`config.mk`:
```
export PLATFORM = sky130hd
export DESIGN_NAME = mem_stage_lsu
export DESIGN_NICKNAME = d
export VERILOG_FILES = /design/src/rtl/mem_stage_lsu.sv
export SDC_FILE = /design/constraint.sdc
export NUM_CORES = 1
export LEC_CHECK = 0
export CAP_MARGIN = 10
export CORE_ASPECT_RATIO = 0.8
export CORE_MARGIN = 2
export CORE_UTILIZATION = 52
export CTS_BUF_LIST = sky130_fd_sc_hd__clkbuf_2 sky130_fd_sc_hd__clkbuf_4 sky130_fd_sc_hd__clkbuf_8
export CTS_CLUSTER_SIZE = 8
export DETAILED_ROUTE_END_ITERATION = 8
export PLACE_DENSITY = 0.85
export SLEW_MARGIN = 0
export SYNTH_ARGS = -nofsm -noshare
export SYNTH_HDL_FRONTEND = slang
export SYNTH_SLANG_ARGS = --single-unit
```
`constraint.sdc`:
```
create_clock -name clk_I -period 4.1 [get_ports clk_I]
set_input_delay 0.82 -clock clk_I [delete_from_list [all_inputs] [get_ports clk_I]]
set_output_delay 0.82 -clock clk_I [all_outputs]
set_load 0.03 [all_outputs]
```
`src/rtl/mem_stage_lsu.sv`:
```
// Memory-stage load/store unit: EX/MEM in, req/ack data bus, registered MEM/WB out.
// Optional misaligned-access trapping is enabled by defining MISALIGN_TRAP_EN.
module mem_stage_lsu #(
  parameter int TIMEOUT = 64
) (
  input  logic        clk_I,
  input  logic        reset_I,
  input  logic [31:0] aluResult_I,
  input  logic [31:0] rs2Data_I,
  input  logic [2:0]  func3_I,
  input  logic        memReadEnable_I,
  input  logic        memWriteEn_I,
  input  logic        reg_W_En_I,
  input  logic [4:0]  rdAddr_I,
  input  logic [1:0]  destRegWriteSel_I,
  input  logic [31:0] currInstructionAddrPlus4_I,
  output logic        stall_O,
  output logic        dmemReq_O,
  output logic        dmemWe_O,
  output logic [31:0] dmemAddr_O,
  output logic [31:0] dmemWData_O,
  output logic [3:0]  dmemStrb_O,
  input  logic        dmemAck_I,
  input  logic [31:0] dmemRData_I,
  output logic        wbValid_O,
  output logic        wbRegWEn_O,
  output logic [4:0]  wbRdAddr_O,
  output logic [1:0]  wbDestSel_O,
  output logic [31:0] wbAluResult_O,
  output logic [31:0] wbLoadData_O,
  output logic [31:0] wbPcPlus4_O,
  output logic        excValid_O,
  output logic [1:0]  excCause_O,
  output logic [31:0] excAddr_O
);

  localparam logic [0:0] ST_IDLE = 1'b0;
  localparam logic [0:0] ST_BUSY = 1'b1;
  localparam logic [7:0] TIMEOUT_M1 = 8'(TIMEOUT - 1);

  logic [0:0]  state;
  logic [7:0]  to_cnt;
  logic [31:0] acc_addr, acc_pc4;
  logic [2:0]  acc_func3;
  logic        acc_store, acc_regwen;
  logic [4:0]  acc_rd;
  logic [1:0]  acc_destsel;

  logic        is_mem, misalign, start_access, ack_hit, timeout_hit;
  logic [3:0]  st_strb;
  logic [31:0] st_wdata;

  assign is_mem = memReadEnable_I | memWriteEn_I;

`ifdef MISALIGN_TRAP_EN
  logic half_acc, word_acc;
  always_comb begin
    // NOTE: every always_comb output gets a default first so no latch is inferred.
    half_acc = memWriteEn_I ? (func3_I == 3'b001) : (func3_I[1:0] == 2'b01);
    word_acc = (func3_I == 3'b010);
    misalign = is_mem & ((half_acc & aluResult_I[0]) | (word_acc & (|aluResult_I[1:0])));
  end
`else
  assign misalign = 1'b0;
`endif

  assign start_access = (state == ST_IDLE) & is_mem & ~misalign;
  assign ack_hit      = (state == ST_BUSY) & dmemAck_I;
  assign timeout_hit  = (state == ST_BUSY) & ~dmemAck_I & (to_cnt == TIMEOUT_M1);
  // Upstream may advance in the same cycle the access resolves (ack or timeout).
  assign stall_O      = start_access | ((state == ST_BUSY) & ~ack_hit & ~timeout_hit);

  always_comb begin
    st_strb  = 4'b1111;
    st_wdata = rs2Data_I;
    case (func3_I)
      3'b000: begin
        st_strb  = 4'b0001 << aluResult_I[1:0];
        st_wdata = {4{rs2Data_I[7:0]}};
      end
      3'b001: begin
        st_strb  = 4'b0011 << {aluResult_I[1], 1'b0};
        st_wdata = {2{rs2Data_I[15:0]}};
      end
      default: ;
    endcase
  end

  function automatic logic [31:0] extract(input logic [2:0] f3, input logic [1:0] lane,
                                          input logic [31:0] w);
    logic [7:0]  b;
    logic [15:0] h;
    b = w[{lane, 3'b000} +: 8];
    h = lane[1] ? w[31:16] : w[15:0];
    case (f3)
      3'b000:  return {{24{b[7]}}, b};
      3'b001:  return {{16{h[15]}}, h};
      3'b100:  return {24'b0, b};
      3'b101:  return {16'b0, h};
      default: return w;
    endcase
  endfunction

  always_ff @(posedge clk_I or negedge reset_I) begin
    if (!reset_I) begin
      state         <= ST_IDLE;
      to_cnt        <= '0;
      acc_addr      <= '0;
      acc_pc4       <= '0;
      acc_func3     <= '0;
      acc_store     <= 1'b0;
      acc_regwen    <= 1'b0;
      acc_rd        <= '0;
      acc_destsel   <= '0;
      dmemReq_O     <= 1'b0;
      dmemWe_O      <= 1'b0;
      dmemAddr_O    <= '0;
      dmemWData_O   <= '0;
      dmemStrb_O    <= '0;
      wbValid_O     <= 1'b0;
      wbRegWEn_O    <= 1'b0;
      wbRdAddr_O    <= '0;
      wbDestSel_O   <= '0;
      wbAluResult_O <= '0;
      wbLoadData_O  <= '0;
      wbPcPlus4_O   <= '0;
      excValid_O    <= 1'b0;
      excCause_O    <= '0;
      excAddr_O     <= '0;
    end else begin
      // NOTE: sequential state uses non-blocking assignments; these defaults are overridden below.
      wbValid_O  <= 1'b0;
      wbRegWEn_O <= 1'b0;
      excValid_O <= 1'b0;
      excCause_O <= '0;
      excAddr_O  <= '0;
      case (state)
        ST_IDLE: begin
          if (start_access) begin
            state       <= ST_BUSY;
            to_cnt      <= '0;
            dmemReq_O   <= 1'b1;
            dmemWe_O    <= memWriteEn_I;
            dmemAddr_O  <= {aluResult_I[31:2], 2'b00};
            dmemWData_O <= st_wdata;
            dmemStrb_O  <= memWriteEn_I ? st_strb : 4'b1111;
            acc_addr    <= aluResult_I;
            acc_pc4     <= currInstructionAddrPlus4_I;
            acc_func3   <= func3_I;
            acc_store   <= memWriteEn_I;
            acc_regwen  <= reg_W_En_I;
            acc_rd      <= rdAddr_I;
            acc_destsel <= destRegWriteSel_I;
          end else begin
            wbValid_O     <= 1'b1;
            wbRegWEn_O    <= reg_W_En_I & ~misalign;
            wbRdAddr_O    <= rdAddr_I;
            wbDestSel_O   <= destRegWriteSel_I;
            wbAluResult_O <= aluResult_I;
            wbLoadData_O  <= '0;
            wbPcPlus4_O   <= currInstructionAddrPlus4_I;
            excValid_O    <= misalign;
            excCause_O    <= misalign ? (memWriteEn_I ? 2'b10 : 2'b01) : 2'b00;
            excAddr_O     <= misalign ? aluResult_I : '0;
          end
        end
        default: begin
          if (ack_hit || timeout_hit) begin
            state         <= ST_IDLE;
            dmemReq_O     <= 1'b0;
            wbValid_O     <= 1'b1;
            wbRegWEn_O    <= ack_hit & acc_regwen & ~acc_store;
            wbRdAddr_O    <= acc_rd;
            wbDestSel_O   <= acc_destsel;
            wbAluResult_O <= acc_addr;
            wbPcPlus4_O   <= acc_pc4;
            wbLoadData_O  <= (ack_hit && !acc_store) ? extract(acc_func3, acc_addr[1:0], dmemRData_I) : '0;
            excValid_O    <= timeout_hit;
            excCause_O    <= timeout_hit ? 2'b11 : 2'b00;
            excAddr_O     <= timeout_hit ? acc_addr : '0;
          end else begin
            to_cnt <= to_cnt + 8'd1;
          end
        end
      endcase
    end
  end

endmodule
```
==> impl_metrics.prom <==
# TYPE chip_impl_metric gauge
chip_impl_info{name="path_class",value="reg2out"} 1
chip_impl_metric{name="max-vdd-ir-drop",unit="V"} 0.000414
chip_impl_metric{name="finalMaxSlewViolations",unit=""} 0
chip_impl_metric{name="dr_wl_cell",unit="um"} 18.9
chip_impl_metric{name="ys_ff_latch",unit=""} 260
chip_impl_metric{name="post-cts-setup-buffers",unit=""} 0
chip_impl_metric{name="drive_above_1_share",unit="%"} 6.06
chip_impl_metric{name="routed_via_density",unit=""} 5.56
chip_impl_metric{name="final_period_minus_worst_setup_slack",unit="ns"} 3.00
chip_impl_metric{name="count_of_fill_cells_added_during_filler_insertion",unit=""} 1521
chip_impl_metric{name="timing.clock.skew",unit="ns"} 0.0166
chip_impl_metric{name="synth_enable_flop_cells",unit=""} 0
chip_impl_info{name="post-synth-top-area-cell",value="dfrtp_1"} 1
chip_impl_metric{name="die_width",unit="um"} 169
chip_impl_metric{name="leakagePower",unit="uW"} 0.00713
chip_impl_metric{name="antenna_found_initial",unit=""} 2
chip_impl_info{name="yosysMostFrequentCell",value="nand2_1"} 1
chip_impl_metric{name="final-hold-violation-count",unit=""} 0
chip_impl_metric{name="timing.final.crit_share",unit="%"} 73.3
chip_impl_metric{name="dp_hpwl",unit="um"} 22200
chip_impl_info{name="crit_end_element",value="primary output"} 1
chip_impl_metric{name="finalSetupTns",unit="ns"} 0
chip_impl_metric{name="ios",unit=""} 355
chip_impl_metric{name="detailroute.via_count",unit=""} 9612
chip_impl_metric{name="clock_network_latency_to_the_later_pin_of_the_worst_skew_pair",unit="ns"} 0.52
chip_impl_metric{name="number_of_h_tree_branching_levels",unit=""} 2
chip_impl_metric{name="cts_max_path_buffers",unit=""} 3
chip_impl_metric{name="post_route_standard_cell_area_excluding_fillers",unit="um2"} 15600
chip_impl_info{name="prevailing_post_synth_register_cell",value="dfrtp_1"} 1
chip_impl_metric{name="start_util",unit="%"} 52.7
chip_impl_metric{name="synth.yosys.warnings",unit=""} 0
chip_impl_metric{name="core_region_area",unit="um2"} 21500
chip_impl_metric{name="worstMarginPinSlew",unit="ns"} 1.06
chip_impl_metric{name="timing.final.setup_violations",unit=""} 0
chip_impl_metric{name="placed_cell_area",unit="um2"} 14800
chip_impl_metric{name="detail_route.drc_violations",unit=""} 0
chip_impl_info{name="rsz_0062_raised_after_global_routing",value="false"} 1
chip_impl_info{name="crit-reg2reg-launch",value="state"} 1
chip_impl_metric{name="ff2ff_setup_slack",unit="ns"} 1.30
chip_impl_metric{name="cts-buffers-inserted",unit=""} 43
chip_impl_metric{name="detailedRoute.firstIterationViolations",unit=""} 976
chip_impl_info{name="status",value="completed"} 1
chip_impl_metric{name="sw_pwr",unit="uW"} 4430
chip_impl_metric{name="yosysSeqAreaShare",unit="%"} 57.4
chip_impl_info{name="worst_setup_path_startpoint",value="state"} 1
chip_impl_info{name="leading_cell_types_by_count_after_synthesis",value="294 x nand2_1, 260 x dfrtp_1, 187 x o21ai_0"} 1
chip_impl_info{name="cp_launch_type",value="flop"} 1
chip_impl_metric{name="critPathMaxFanout",unit=""} 36
chip_impl_metric{name="grt_pass1_wl",unit="um"} 50500
chip_impl_metric{name="maximum_number_of_pins_on_one_net_before_global_route_repair",unit=""} 166
chip_impl_metric{name="area_growth_syn_to_layout",unit="%"} 37.7
chip_impl_metric{name="cap_viol_max_count",unit=""} 0
chip_impl_metric{name="design.final.nets",unit=""} 1579
chip_impl_metric{name="cell_count_after_synthesis",unit=""} 1135
chip_impl_info{name="reg2reg_to",value="wbAluResult_O[20]"} 1
chip_impl_metric{name="floorplan.rows",unit=""} 48
chip_impl_info{name="synth_area_leaders",value="dfrtp_1 57%, nand2_1 9.7%, mux2i_1 8.8%"} 1
chip_impl_metric{name="global_route.usage.total",unit="%"} 27.9
chip_impl_metric{name="highest_clock_frequency_the_design_can_meet",unit="MHz"} 333
chip_impl_metric{name="postRouteAntennaNets",unit=""} 0
chip_impl_metric{name="path_clk_slew",unit="ns"} 0.06
chip_impl_metric{name="cell_internal_pwr",unit="uW"} 6520
chip_impl_metric{name="power_frac_seq",unit="%"} 37.3
chip_impl_metric{name="netlist.area_leader.share",unit="%"} 57.4
chip_impl_info{name="hold_class",value="in2async"} 1
chip_impl_metric{name="power_per_cell_area",unit="nW/um2"} 702
chip_impl_metric{name="design.die.area",unit="um2"} 23000
chip_impl_metric{name="ys_async_sr_fraction",unit="%"} 100
chip_impl_info{name="cts_tree",value="built"} 1
chip_impl_metric{name="r2r_cells",unit=""} 6
chip_impl_metric{name="wl",unit="um"} 32600
chip_impl_metric{name="synth.cell_area",unit="um2"} 11300
chip_impl_metric{name="switching_fraction_of_total_power",unit="%"} 40.4
chip_impl_metric{name="via_count_of_the_first_global_routing_pass",unit=""} 9390
chip_impl_metric{name="tritoncts_num_sinks",unit=""} 260
chip_impl_info{name="root_buffer",value="clkbuf_8"} 1
chip_impl_metric{name="max-slew-margin-rel",unit="%"} 29.5
chip_impl_metric{name="critPathRequiredTime",unit="ns"} 3.28
chip_impl_metric{name="number_of_unique_standard_cell_types_used_by_synthesis",unit=""} 44
chip_impl_metric{name="avgSynthCellArea",unit="um2"} 9.98
chip_impl_metric{name="gp_congestion",unit=""} 0.863
chip_impl_metric{name="worstPathArrival",unit="ns"} 2.18
chip_impl_metric{name="global_route.overflow_total",unit=""} 0
chip_impl_metric{name="post_cts_hold_buffer_count",unit=""} 0
chip_impl_metric{name="cts_resized",unit=""} 0
chip_impl_metric{name="placement.io_buffers",unit=""} 352
chip_impl_metric{name="chipHeight",unit="um"} 136
chip_impl_metric{name="power.clock.fraction",unit="%"} 20.0
chip_impl_metric{name="drt_first_pass_iters",unit=""} 7
chip_impl_metric{name="comb_power_share",unit="%"} 42.7
[routing by layer]
| layer | vias up | track usage, % | share of wire, % |
|---|---|---|---|
| met5 | - | 0 | 0.040 |
| met4 | 2 | 9.59 | 2.9 |
| met3 | 66 | 7.71 | 8.1 |
| met2 | 412 | 45.5 | 47 |
| met1 | 4718 | 36.5 | 42 |
| li1 | 4414 | - | - |
[cell type report]
class                      instances  area (um2)  share of cell area (%)
clock buffer                      61         758                    4.86
timing repair buffer             365        3670                    23.6
antenna                            1        2.50                  0.0160
tap                              275         344                    2.21
sequential                       260        6510                    41.7
clock inverter                     2        35.0                   0.225
inverter                          13        48.8                   0.313
multi-input combinational        751        4220                    27.1
[cells in the final DEF, fill, tap and decap left out, types with 4 or more instances in the layout]
master and n:
a221o_1 16, a22o_1 6, o32ai_1 6, clkbuf_8 48
nor2b_1 5, nor3_1 7, clkdlybuf4s50_1 350, o2bb2ai_1 8
a21oi_1 13, clkbuf_4 13, nand2b_1 8, o21ai_0 187
mux2i_1 100, o211ai_1 14, nand2_1 294, inv_1 12
dfrtp_1 259, and2_1 32, buf_12 4, nor2_1 21
buf_4 10
[power by group through the flow]
stage / clock network [uW] / registers [uW] / logic, uW
detailed placement: 0 / 4100 / 4690
CTS: 2240 / 4080 / 4700
global route: 2360 / 4190 / 4970
floorplan: 0 / 5030 / 1730
global placement: 0 / 4070 / 4580
finish: 2190 / 4080 / 4680
[sequential cells by signal, summed over array words and instances (netlist names), 8 cells and up]
signal,flops
acc_addr,32
acc_pc4,32
dmemWData_O,32
excAddr_O,32
to_cnt,8
wbAluResult_O,32
wbLoadData_O,32
wbPcPlus4_O,32
[worst max path at each step]
stage	endpoint	slack, ns	depth (start not counted)
global placement	wbAluResult_O[16]	1.09	7
detailed placement	wbPcPlus4_O[31]	0.99	7
floorplan	stall_O	1.51	6
CTS	stall_O	1.07	5
global route	stall_O	0.99	5
finish	stall_O	1.10	5
[critical path: stages (launching register included)]
cell     delay, ns
dfrtp_4       0.82
nor2b_1       0.33
o41a_2        0.24
nor2_4        0.05
inv_2         0.05
buf_4         0.15
[through the flow]
step / worst slack [ns] / utilization (%) / instances / hold WS, ns / total power (uW)
6_report: 1.10 / 72.5 / 1728 / 0.326 / 11000
3_3_place_gp: 1.09 / 68.8 / 1664 / 0.457 / 8650
3_5_place_dp: 0.995 / 68.8 / 1664 / 0.462 / 8790
5_1_grt: 0.986 / 72.5 / 1728 / 0.388 / 11500
2_1_floorplan: 1.51 / - / 1136 / 0.445 / 6760
4_1_cts: 1.07 / 72.5 / 1727 / 0.357 / 11000
[logic make-up (layout without fill, tap and decap cells)]
family	after synthesis	count (layout)	synth area share [%]
AOI/OAI and AO/OA	264	264	13.8
xor gates and xnor gates	1	1	0.0773
adders and majority gates	1	1	0.110
buffers and inverters	125	441	5.54
DFF	260	260	57.4
muxes	100	100	8.83
other	1	3	0.0331
and+or+nand+nor	383	383	14.2
No activity file was read; power rests on OpenSTA's default activity.
